**src/rtl/pipe_pkg.sv**
```systemverilog
// Shared constants for the pipe_chain register pipeline.
package pipe_pkg;
    localparam logic [4:0]  XZR      = 5'd31;
    localparam int unsigned SEL_NONE = 0;
endpackage

```
**src/rtl/pipe_chain_if.sv**
```systemverilog
// One pipeline entry bundle: master drives an entry, slave consumes it.
interface pipe_chain_if #(
    parameter int WIDTH = 64,
    parameter int REGW  = 5
);
    logic             valid;
    logic [WIDTH-1:0] data;
    logic [REGW-1:0]  rd;
    logic             wr;
    logic             load;

    modport master (output valid, data, rd, wr, load);
    modport slave  (input  valid, data, rd, wr, load);
endinterface

```
**src/rtl/pipe_chain_stage_reg.sv**
```systemverilog
// Single pipeline stage: entry register with load enable and in-place valid clear.
module stage_reg
    import pipe_pkg::*;
#(
    parameter int WIDTH = 64,
    parameter int REGW  = 5
) (
    input  logic        clk,
    input  logic        reset,
    input  logic        en,
    input  logic        clr,
    pipe_chain_if.slave  d,
    pipe_chain_if.master q
);
    localparam int TOP = WIDTH + REGW + 2;

    logic [TOP:0] r;

    always_ff @(posedge clk) begin
        if (reset)
            r <= '0;
        else if (en)
            r <= {d.valid, d.wr, d.load, d.rd, d.data};
        else if (clr)
            r[TOP] <= 1'b0;
    end

    assign {q.valid, q.wr, q.load, q.rd, q.data} = r;
endmodule

```
**src/rtl/pipe_chain.sv**
```systemverilog
// Stallable, flushable register pipeline with operand forwarding, load-use hazard and occupancy count.
module pipe_chain
    import pipe_pkg::*;
#(
    parameter  int WIDTH  = 64,
    parameter  int STAGES = 3,
    parameter  int REGW   = 5,
    localparam int SELW   = $clog2(STAGES + 1)
) (
    input  logic              clk,
    input  logic              reset,
    input  logic              in_valid,
    output logic              in_ready,
    input  logic [WIDTH-1:0]  in_data,
    input  logic [REGW-1:0]   in_rd,
    input  logic              in_wr,
    input  logic              in_load,
    input  logic              stall,
    input  logic [STAGES-1:0] flush,
    input  logic [REGW-1:0]   src_a,
    input  logic [REGW-1:0]   src_b,
    output logic [SELW-1:0]   fwd_a_sel,
    output logic [SELW-1:0]   fwd_b_sel,
    output logic [WIDTH-1:0]  fwd_a_data,
    output logic [WIDTH-1:0]  fwd_b_data,
    output logic              hazard,
    output logic              out_valid,
    output logic [WIDTH-1:0]  out_data,
    output logic [REGW-1:0]   out_rd,
    output logic              out_wr,
    output logic              out_fire,
    output logic [SELW-1:0]   occupancy
);
    logic [STAGES-1:0] v;
    logic [STAGES-1:0] wr;
    logic [STAGES-2:0] ld;
    logic [WIDTH-1:0]  dat [STAGES];
    logic [REGW-1:0]   rdv [STAGES];
    logic [STAGES-1:0] match_a;
    logic [STAGES-1:0] match_b;
    logic              accept;

    pipe_chain_if #(.WIDTH(WIDTH), .REGW(REGW)) d_bus [STAGES] ();
    pipe_chain_if #(.WIDTH(WIDTH), .REGW(REGW)) q_bus [STAGES] ();

    for (genvar k = 0; k < STAGES; k++) begin : g_stage
        if (k == 0) begin : g_head
            assign d_bus[k].valid = accept;
            assign d_bus[k].data  = in_data;
            assign d_bus[k].rd    = in_rd;
            assign d_bus[k].wr    = in_wr;
            assign d_bus[k].load  = in_load;
        end else begin : g_body
            // flush[k-1] kills the entry as it moves into stage k
            assign d_bus[k].valid = v[k-1] & ~flush[k-1];
            assign d_bus[k].data  = dat[k-1];
            assign d_bus[k].rd    = rdv[k-1];
            assign d_bus[k].wr    = wr[k-1];
            assign d_bus[k].load  = ld[k-1];
        end

        stage_reg #(.WIDTH(WIDTH), .REGW(REGW)) u_stage (
            .clk   (clk),
            .reset (reset),
            .en    (~stall),
            .clr   (stall & flush[k]),
            .d     (d_bus[k]),
            .q     (q_bus[k])
        );

        assign v[k]   = q_bus[k].valid;
        assign wr[k]  = q_bus[k].wr;
        assign dat[k] = q_bus[k].data;
        assign rdv[k] = q_bus[k].rd;
        if (k < STAGES - 1) begin : g_ld
            assign ld[k] = q_bus[k].load;
        end

        // flushed entries still match; XZR never does
        assign match_a[k] = v[k] & wr[k] & (rdv[k] == src_a) & (rdv[k] != REGW'(XZR));
        assign match_b[k] = v[k] & wr[k] & (rdv[k] == src_b) & (rdv[k] != REGW'(XZR));
    end

    always_comb begin
        logic found_a;
        logic found_b;
        found_a    = 1'b0;
        found_b    = 1'b0;
        fwd_a_sel  = SELW'(SEL_NONE);
        fwd_b_sel  = SELW'(SEL_NONE);
        fwd_a_data = '0;
        fwd_b_data = '0;
        for (int unsigned i = 0; i < STAGES; i++) begin
            if (match_a[i] && !found_a) begin
                found_a    = 1'b1;
                fwd_a_sel  = SELW'(i + 1);
                fwd_a_data = dat[i];
            end
            if (match_b[i] && !found_b) begin
                found_b    = 1'b1;
                fwd_b_sel  = SELW'(i + 1);
                fwd_b_data = dat[i];
            end
        end
    end

    assign hazard   = in_valid & ((match_a[0] & ld[0]) | (match_b[0] & ld[0]));
    assign in_ready = ~stall & ~hazard;
    assign accept   = in_valid & in_ready;

    assign out_valid = v[STAGES-1];
    assign out_data  = dat[STAGES-1];
    assign out_rd    = rdv[STAGES-1];
    assign out_wr    = wr[STAGES-1];
    assign out_fire  = out_valid & ~stall & ~flush[STAGES-1];

    // Every flushed valid stage leaves (advance or hold); a valid last stage leaves
    // either by firing or by being flushed, so this keeps occupancy == popcount(v).
    logic [SELW-1:0] occ_next;
    always_comb begin
        int n;
        int drop;
        drop = 0;
        for (int unsigned i = 0; i < STAGES; i++) begin
            if (v[i] && flush[i]) drop++;
        end
        n = int'(occupancy) + int'(accept) - int'(out_fire) - drop;
        if (n < 0) n = 0;
        if (n > STAGES) n = STAGES;
        occ_next = SELW'(n);
    end

    always_ff @(posedge clk) begin
        if (reset)
            occupancy <= '0;
        else
            occupancy <= occ_next;
    end
endmodule

```
**config.mk**
```make
export PLATFORM = sky130hd
export DESIGN_NAME = pipe_chain
export DESIGN_NICKNAME = d
export VERILOG_FILES = /design/src/rtl/pipe_pkg.sv /design/src/rtl/pipe_chain_if.sv /design/src/rtl/pipe_chain_stage_reg.sv /design/src/rtl/pipe_chain.sv
export SDC_FILE = /design/constraint.sdc
export NUM_CORES = 1
export LEC_CHECK = 0
export BUFFER_PORTS_ARGS = -buffer_cell sky130_fd_sc_hd__buf_2
export CORE_UTILIZATION = 25
export DETAILED_ROUTE_END_ITERATION = 8
export REMOVE_ABC_BUFFERS = 1
export SLEW_MARGIN = 15
export SYNTH_ARGS = -nofsm -noshare
export SYNTH_HDL_FRONTEND = slang
export SYNTH_SLANG_ARGS = --single-unit
```
**constraint.sdc**
```tcl
create_clock -name clk -period 3.8 [get_ports clk]
set_input_delay 0.57 -clock clk [delete_from_list [all_inputs] [get_ports clk]]
set_output_delay 0.57 -clock clk [all_outputs]
set_load 0.01 [all_outputs]
```
==> run_results.csv, run 1 <==
group,metric,value,unit
layout,fin_nets,1734,
detailed_routing,ant_nets,0,
yosys,synth.top_cells.by_area,"dfxtp_1 (39%), mux2i_1 (19%), nor2_1 (12%), a31oi_1 (7.3%), nand3_1 (6.1%)",
global_route,antenna_found_initial,1,
timing,min_period,3.59,ns
global_route,track_usage,0.152,
yosys,async_reset_ff_frac,0,
worst_setup_path,ff2ff_setup_slack,0.21,ns
global_route,grt_pass1_vias,10200,
pwr,vdd_drop_max,0.256,mV
placement,hpwl,23800,um
timing,final.period_utilization,0.945,
detailed_routing,firstDrtPassIters,7,
layout,areaGrowthSynthToFinish,27.7,%
layout,stdcell_count,2236,
detailed_routing,first_iter_violations,802,
yosys,syn_area_per_cell,7.97,sq um
yosys,synth_top_cell_by_area,"dfxtp_1",
yosys,synth_edf_count,0,
worst_setup_path,reg2reg_to,"occupancy[0]$_SDFF_PP0_",
yosys,netlist_instances,1390,
pwr,p_leak,0.00678,uW
detailed_routing,wirelength,36400,um
yosys,ys_seq_area_frac,0.390,
worst_setup_path,slowest_delay,0.58,ns
clocking,cts.htree.levels,1,
worst_setup_path,cp.buffers_inverters,2,
detailed_routing,viasPerCell,4.86,
yosys,synth_area,11100,sq um
clocking,clockRootBuffer,"clkbuf_16",
yosys,yosysWarnings,0,
timing,fin_tns_setup,0,ns
outcome,status,"complete, no violations",
worst_setup_path,crit_fanout,5,
timing,final_hold_viol_count,0,
worst_setup_path,crit_start,"g_stage[0].u_stage.r[66]$_SDFFE_PP0N_",
pwr,power.total,5730,uW
timing,relSlewSlack,0.317,
layout,final_common_cell,"nor2_1",
global_route,grt_start_max_net_pins,118,
clocking,clk_pin_slew,0.06,ns
worst_setup_path,cp_data_arrival_time,4.02,ns
worst_setup_path,timing.rr.start,"g_stage[0].u_stage.r[66]$_SDFFE_PP0N_",
global_route,overflow,0,
floorplanning,die_area,45200,sq um
yosys,synth-main-ff-cell,"dfxtp_1",
floorplanning,fp.dieH,212,um
layout,layout-drive-gt1-share,0.241,
layout,most-common-layout-cells,"nor2_1 (348), buf_2 (293), dfxtp_1 (213), mux2i_1 (211), nand2_1 (140)",
placement,gp_congestion,0.841,
clocking,cts_sinks,216,
floorplanning,core,43400,sq um
clocking,clockBufferDepth,3,
worst_setup_path,worst_setup_path_start_kind,"flop",
global_route,grt_first_pass_wirelength,55400,um
timing,setup_viol,0,
pwr,p_per_area,405,nW/um^2
min_path,holdPathStages,3,
timing,clock.fmax,0.278,GHz
worst_setup_path,path_cells,"xor2_1 > nor2_1 > buf_4 > a22oi_2 > o21ai_2 > ha_1 > inv_1 > ha_2 > fa_2 > ha_4 > a21oi_2 > nand2_1 > ha_1 > nor2_1 > nand4_1 > nor3_2 > a21oi_1",
timing,worst_clock_skew,0.00865,ns
clocking,worstSkewPairLatency,0.54,ns
min_path,hp-class,"primary input to flop",
detailed_routing,drc_errors,0,
clocking,numCtsBuffers,26,
min_path,whs_endpoint,"g_stage[0].u_stage.r[17]$_SDFFE_PP0N_",
yosys,yosys.area.top_type_share,0.390,
worst_setup_path,cp-end-kind,"flop",
yosys,ys_ff_latch,216,
placement,numPortBuffers,295,
worst_setup_path,crit_required,4.22,ns
timing,worstMarginPinSlew,1.02,ns
worst_setup_path,slowest_stage,"fa_2",
layout,seq_area,4330,sq um
placement,placed_cells,2189,
timing,drv_slew,0,
layout,fillers,4593,
floorplanning,rows,76,
floorplanning,die_x,212,um
clocking,cts_tree,"done",
timing,whs,0.262,ns
clocking,postCtsHoldBufs,0,
timing,grt_setup_unrepaired,"no",
min_path,min_from,"in_data[17]",
worst_setup_path,path_class,"flop to flop",
layout,final_util,0.326,
worst_setup_path,critPathTopFamily,"adder cells",
detailed_routing,drt-wirelength-per-cell,16.3,um
floorplanning,design.portCount,296,
worst_setup_path,reg2reg_depth,17,
floorplanning,start_util,0.255,
job,cap_violations,0,
layout,multi_input_area,6230,sq um
yosys,ys_types,36,
detailed_routing,vias,10900,
==> power by group <==
group / switching [uW] / internal, uW
combinational: 312 / 271
clock: 1000 / 1680
sequential: 100 / 2360
==> what timing repair did <==
item,CTS,global route
resized for setup,7,11
buffers inserted,0,1
endpoints found under the setup margin,2,2
pin swaps,0,7
==> kinds of logic after synthesis <==
group | Yosys count | synth area share
flip-flops | 216 | 0.390
buffers and inverters | 129 | 0.0556
adder cells (fa/ha/maj) | 13 | 0.0160
AO/OA/AOI/OAI | 143 | 0.0813
multiplexers | 211 | 0.191
XOR/XNOR | 33 | 0.0261
AND/OR/NAND/NOR | 645 | 0.240
==> layout make-up <==
cell class                      instances  share of cell area
Multi-Input combinational cell       1045               0.440
Sequential cell                       216               0.306
Timing Repair Buffer                  334               0.134
Clock buffer                           35              0.0520
Tap cell                              585              0.0517
Clock inverter                         10              0.0126
Inverter                               10             0.00265
Antenna cell                            1            0.000177
==> state kept, by name (all words and copies together), names as in the netlist <==
register and flops:
occupancy 2, g_stage.u_stage.r 214
==> metal layers <==
metal / GRT usage / vias up / part of all wire / routed length (um)
li1: - / 5230 / - / -
met4: 0.0456 / 0 / 0.019 / 697
met2: 0.253 / 373 / 0.46 / 16800
met1: 0.195 / 5218 / 0.44 / 16200
met3: 0.0353 / 52 / 0.076 / 2750
met5: 0 / - / 0 / 0
==> metrics by stage <==
stage | worst slack, ns | instance area (sq um)
finish | 0.208 | 14100
global route | 0.0176 | 14100
CTS | 0.0511 | 14100
detailed placement | -0.332 | 13200
global placement | -0.245 | 13200
floorplan | -1.44 | 10500
==> cells in the mapped netlist (all sizes together), types with 2 or more instances <==
library cell,n
dfxtp,216
a31oi,130
nand3b,3
xnor2,11
xor2,22
clkbuf,39
nor2,349
and4,2
a21oi,5
nor3,5
inv,10
nor3b,2
nand2,140
mux2i,211
nand4,4
ha,11
fa,2
nand3,134
o21a,2
buf,80
==> worst max-delay path by stage <==
| stage | end | slack, ns | cells after the start |
|---|---|---|---|
| floorplan | fwd_b_data[0] | -1.44 | 5 |
| global placement | occupancy[0]$_SDFF_PP0_ | -0.25 | 18 |
| detailed placement | occupancy[1]$_SDFF_PP0_ | -0.33 | 18 |
| CTS | occupancy[0]$_SDFF_PP0_ | 0.05 | 16 |
| global route | occupancy[0]$_SDFF_PP0_ | 0.02 | 17 |
| finish | occupancy[0]$_SDFF_PP0_ | 0.21 | 17 |
==> worst reg2reg max path: stages, from the launching register on <==
cell and delay, ns:
dfxtp_4 0.38, xor2_1 0.15, nor2_1 0.07, buf_4 0.14, a22oi_2 0.27, o21ai_2 0.09
ha_1 0.27, inv_1 0.04, ha_2 0.18, fa_2 0.58, ha_4 0.21, a21oi_2 0.16
nand2_1 0.08, ha_1 0.29, nor2_1 0.12, nand4_1 0.13, nor3_2 0.22, a21oi_1 0.10
No activity file was read; power rests on OpenSTA's default activity.
==> run 2: changes to the inputs <==
--- a/config.mk
+++ b/config.mk
@@ -6,6 +6,7 @@
 export NUM_CORES = 1
 export LEC_CHECK = 0
 export BUFFER_PORTS_ARGS = -buffer_cell sky130_fd_sc_hd__buf_2
+export CORE_ASPECT_RATIO = 1.25
 export CORE_UTILIZATION = 25
 export DETAILED_ROUTE_END_ITERATION = 8
 export REMOVE_ABC_BUFFERS = 1
==> run_results.csv, run 2 (synthesized netlist as in run 1, its figures left out) <==
group,metric,value,unit
layout,diodes,0,
timing,drv_slew,0,
clocking,numCtsBuffers,27,
layout,final_common_cell,"nor2_1",
global_route,track_usage,0.156,
timing,worst_clock_skew,0.0153,ns
worst_setup_path,reg2reg_to,"occupancy[1]$_SDFF_PP0_",
worst_setup_path,crit_fanout,5,
detailed_routing,first_iter_violations,495,
worst_setup_path,path_class,"flop to flop",
min_path,min_from,"in_data[60]",
clocking,cts_setup_buffers,0,
layout,fin_nets,1744,
outcome,status,"complete, no violations",
pwr,vdd_drop_max,0.333,mV
layout,stdcell_count,2227,
worst_setup_path,ff2ff_setup_slack,0.20,ns
timing,setup_viol,0,
timing,min_period,3.60,ns
global_route,overflow,0,
floorplanning,die_x,190,um
timing,worstMarginPinSlew,1.03,ns
placement,hpwl,23800,um
worst_setup_path,crit_required,4.22,ns
layout,largestRegisters,"g_stage.u_stage.r x214, occupancy x2",
clocking,cts_sinks,216,
detailed_routing,drt-wirelength-per-cell,16.6,um
detailed_routing,viasPerCell,4.93,
timing,layout_setup_ws,0.202,ns
worst_setup_path,cp-end-kind,"flop",
floorplanning,die_area,45200,sq um
timing,final.period_utilization,0.947,
floorplanning,core,43400,sq um
layout,regMostFlops,"g_stage.u_stage.r",
placement,gp_congestion,0.930,
min_path,whs_endpoint,"g_stage[0].u_stage.r[60]$_SDFFE_PP0N_",
timing,whs,0.249,ns
detailed_routing,ant_nets,0,
pwr,p_per_area,401,nW/um^2
worst_setup_path,cp_data_arrival_time,4.02,ns
min_path,holdPathStages,3,
detailed_routing,drc_errors,0,
layout,fillers,4534,
placement,placed_cells,2179,
floorplanning,design.portCount,296,
detailed_routing,firstDrtPassIters,5,
timing,final_hold_viol_count,0,
layout,most-common-layout-cells,"nor2_1 (349), buf_2 (293), dfxtp_1 (216), mux2i_1 (211), nand2_1 (140)",
worst_setup_path,timing.rr.start,"g_stage[0].u_stage.r[67]$_SDFFE_PP0N_",
floorplanning,rows,85,
job,cap_violations,0,
clocking,clockBufferDepth,3,
worst_setup_path,worst_setup_path_start_kind,"flop",
clocking,cts_tree,"done",
floorplanning,start_util,0.255,
clocking,clk_pin_slew,0.06,ns
worst_setup_path,reg2reg_depth,16,
floorplanning,fp.dieH,237,um
pwr,power.total,5680,uW
pwr,p_leak,0.00685,uW
global_route,grt_start_max_net_pins,112,
global_route,antenna_found_initial,3,
global_route,grt_pass1_vias,10300,
min_path,hp-class,"primary input to flop",
placement,numPortBuffers,295,
detailed_routing,wirelength,37100,um
clocking,cts.htree.levels,1,
worst_setup_path,crit_start,"g_stage[0].u_stage.r[67]$_SDFFE_PP0N_",
timing,clock.fmax,0.278,GHz
detailed_routing,vias,11000,
layout,layout-drive-gt1-share,0.240,
layout,largest_reg_flops,214,
clocking,worstSkewPairLatency,0.55,ns
global_route,grt_first_pass_wirelength,56600,um
placement,preCtsSetupSlack,-0.244,ns
clocking,clockRootBuffer,"clkbuf_16",
layout,areaGrowthSynthToFinish,28.1,%
timing,relSlewSlack,0.314,
[run 2: worst max path at each step]
stage	endpoint	slack [ns]
floorplan	fwd_b_data[0]	-1.44
global placement	occupancy[0]$_SDFF_PP0_	-0.15
detailed placement	occupancy[1]$_SDFF_PP0_	-0.24
CTS	occupancy[1]$_SDFF_PP0_	0.05
global route	occupancy[0]$_SDFF_PP0_	-0.01
finish	occupancy[1]$_SDFF_PP0_	0.20
[run 2: final cells by class]
type	count	area (sq um)	area share
clock buffer	38	787	0.0555
clock inverter	10	135	0.00952
inverter	10	37.5	0.00265
multi-input combinational	1045	6190	0.437
sequential	216	4320	0.305
tap	565	707	0.0498
timing repair buffer	343	2000	0.141
[run 2: power breakdown]
group          switching (uW)  internal, uW  total (uW)
clock                    1030          1640        2670
sequential               98.6          2360        2460
combinational             299           257         556
total                    1430          4260        5680
[run 2: metal layers]
layer	GRT usage	part of all wire	vias up
met2	0.274	0.50	365
met5	0	0.0011	-
li1	-	-	5261
met1	0.187	0.41	5272
met4	0.0667	0.028	6
met3	0.0244	0.060	68
[run 2: through the flow]
step                      instance area [sq um]  TNS [ns]  utilization
after floorplan                           10500   -187.82            -
after global placement                    13200    -0.293        0.305
after detailed placement                  13200    -0.473        0.305
after CTS                                 14200         0        0.327
after global routing                      14200   -0.0225        0.327
final                                     14200         0        0.327
[run 2: what timing repair did]
item / 4_1_cts / 5_1_grt
hold buffers: 0 / 0
resized for setup: 0 / 5
endpoints found under the setup margin: 0 / 2
[run 2: worst max-delay path, stage by stage, from the launching register on]
cell	delay [ns]
dfxtp_1	0.42
xor2_1	0.24
nor3_2	0.10
a22oi_2	0.23
o21ai_1	0.13
ha_1	0.29
inv_1	0.04
ha_1	0.20
fa_1	0.52
inv_1	0.07
fa_1	0.46
nand3_1	0.09
ha_1	0.22
nor2_1	0.09
nand4_1	0.11
nor3_2	0.20
a21oi_1	0.09
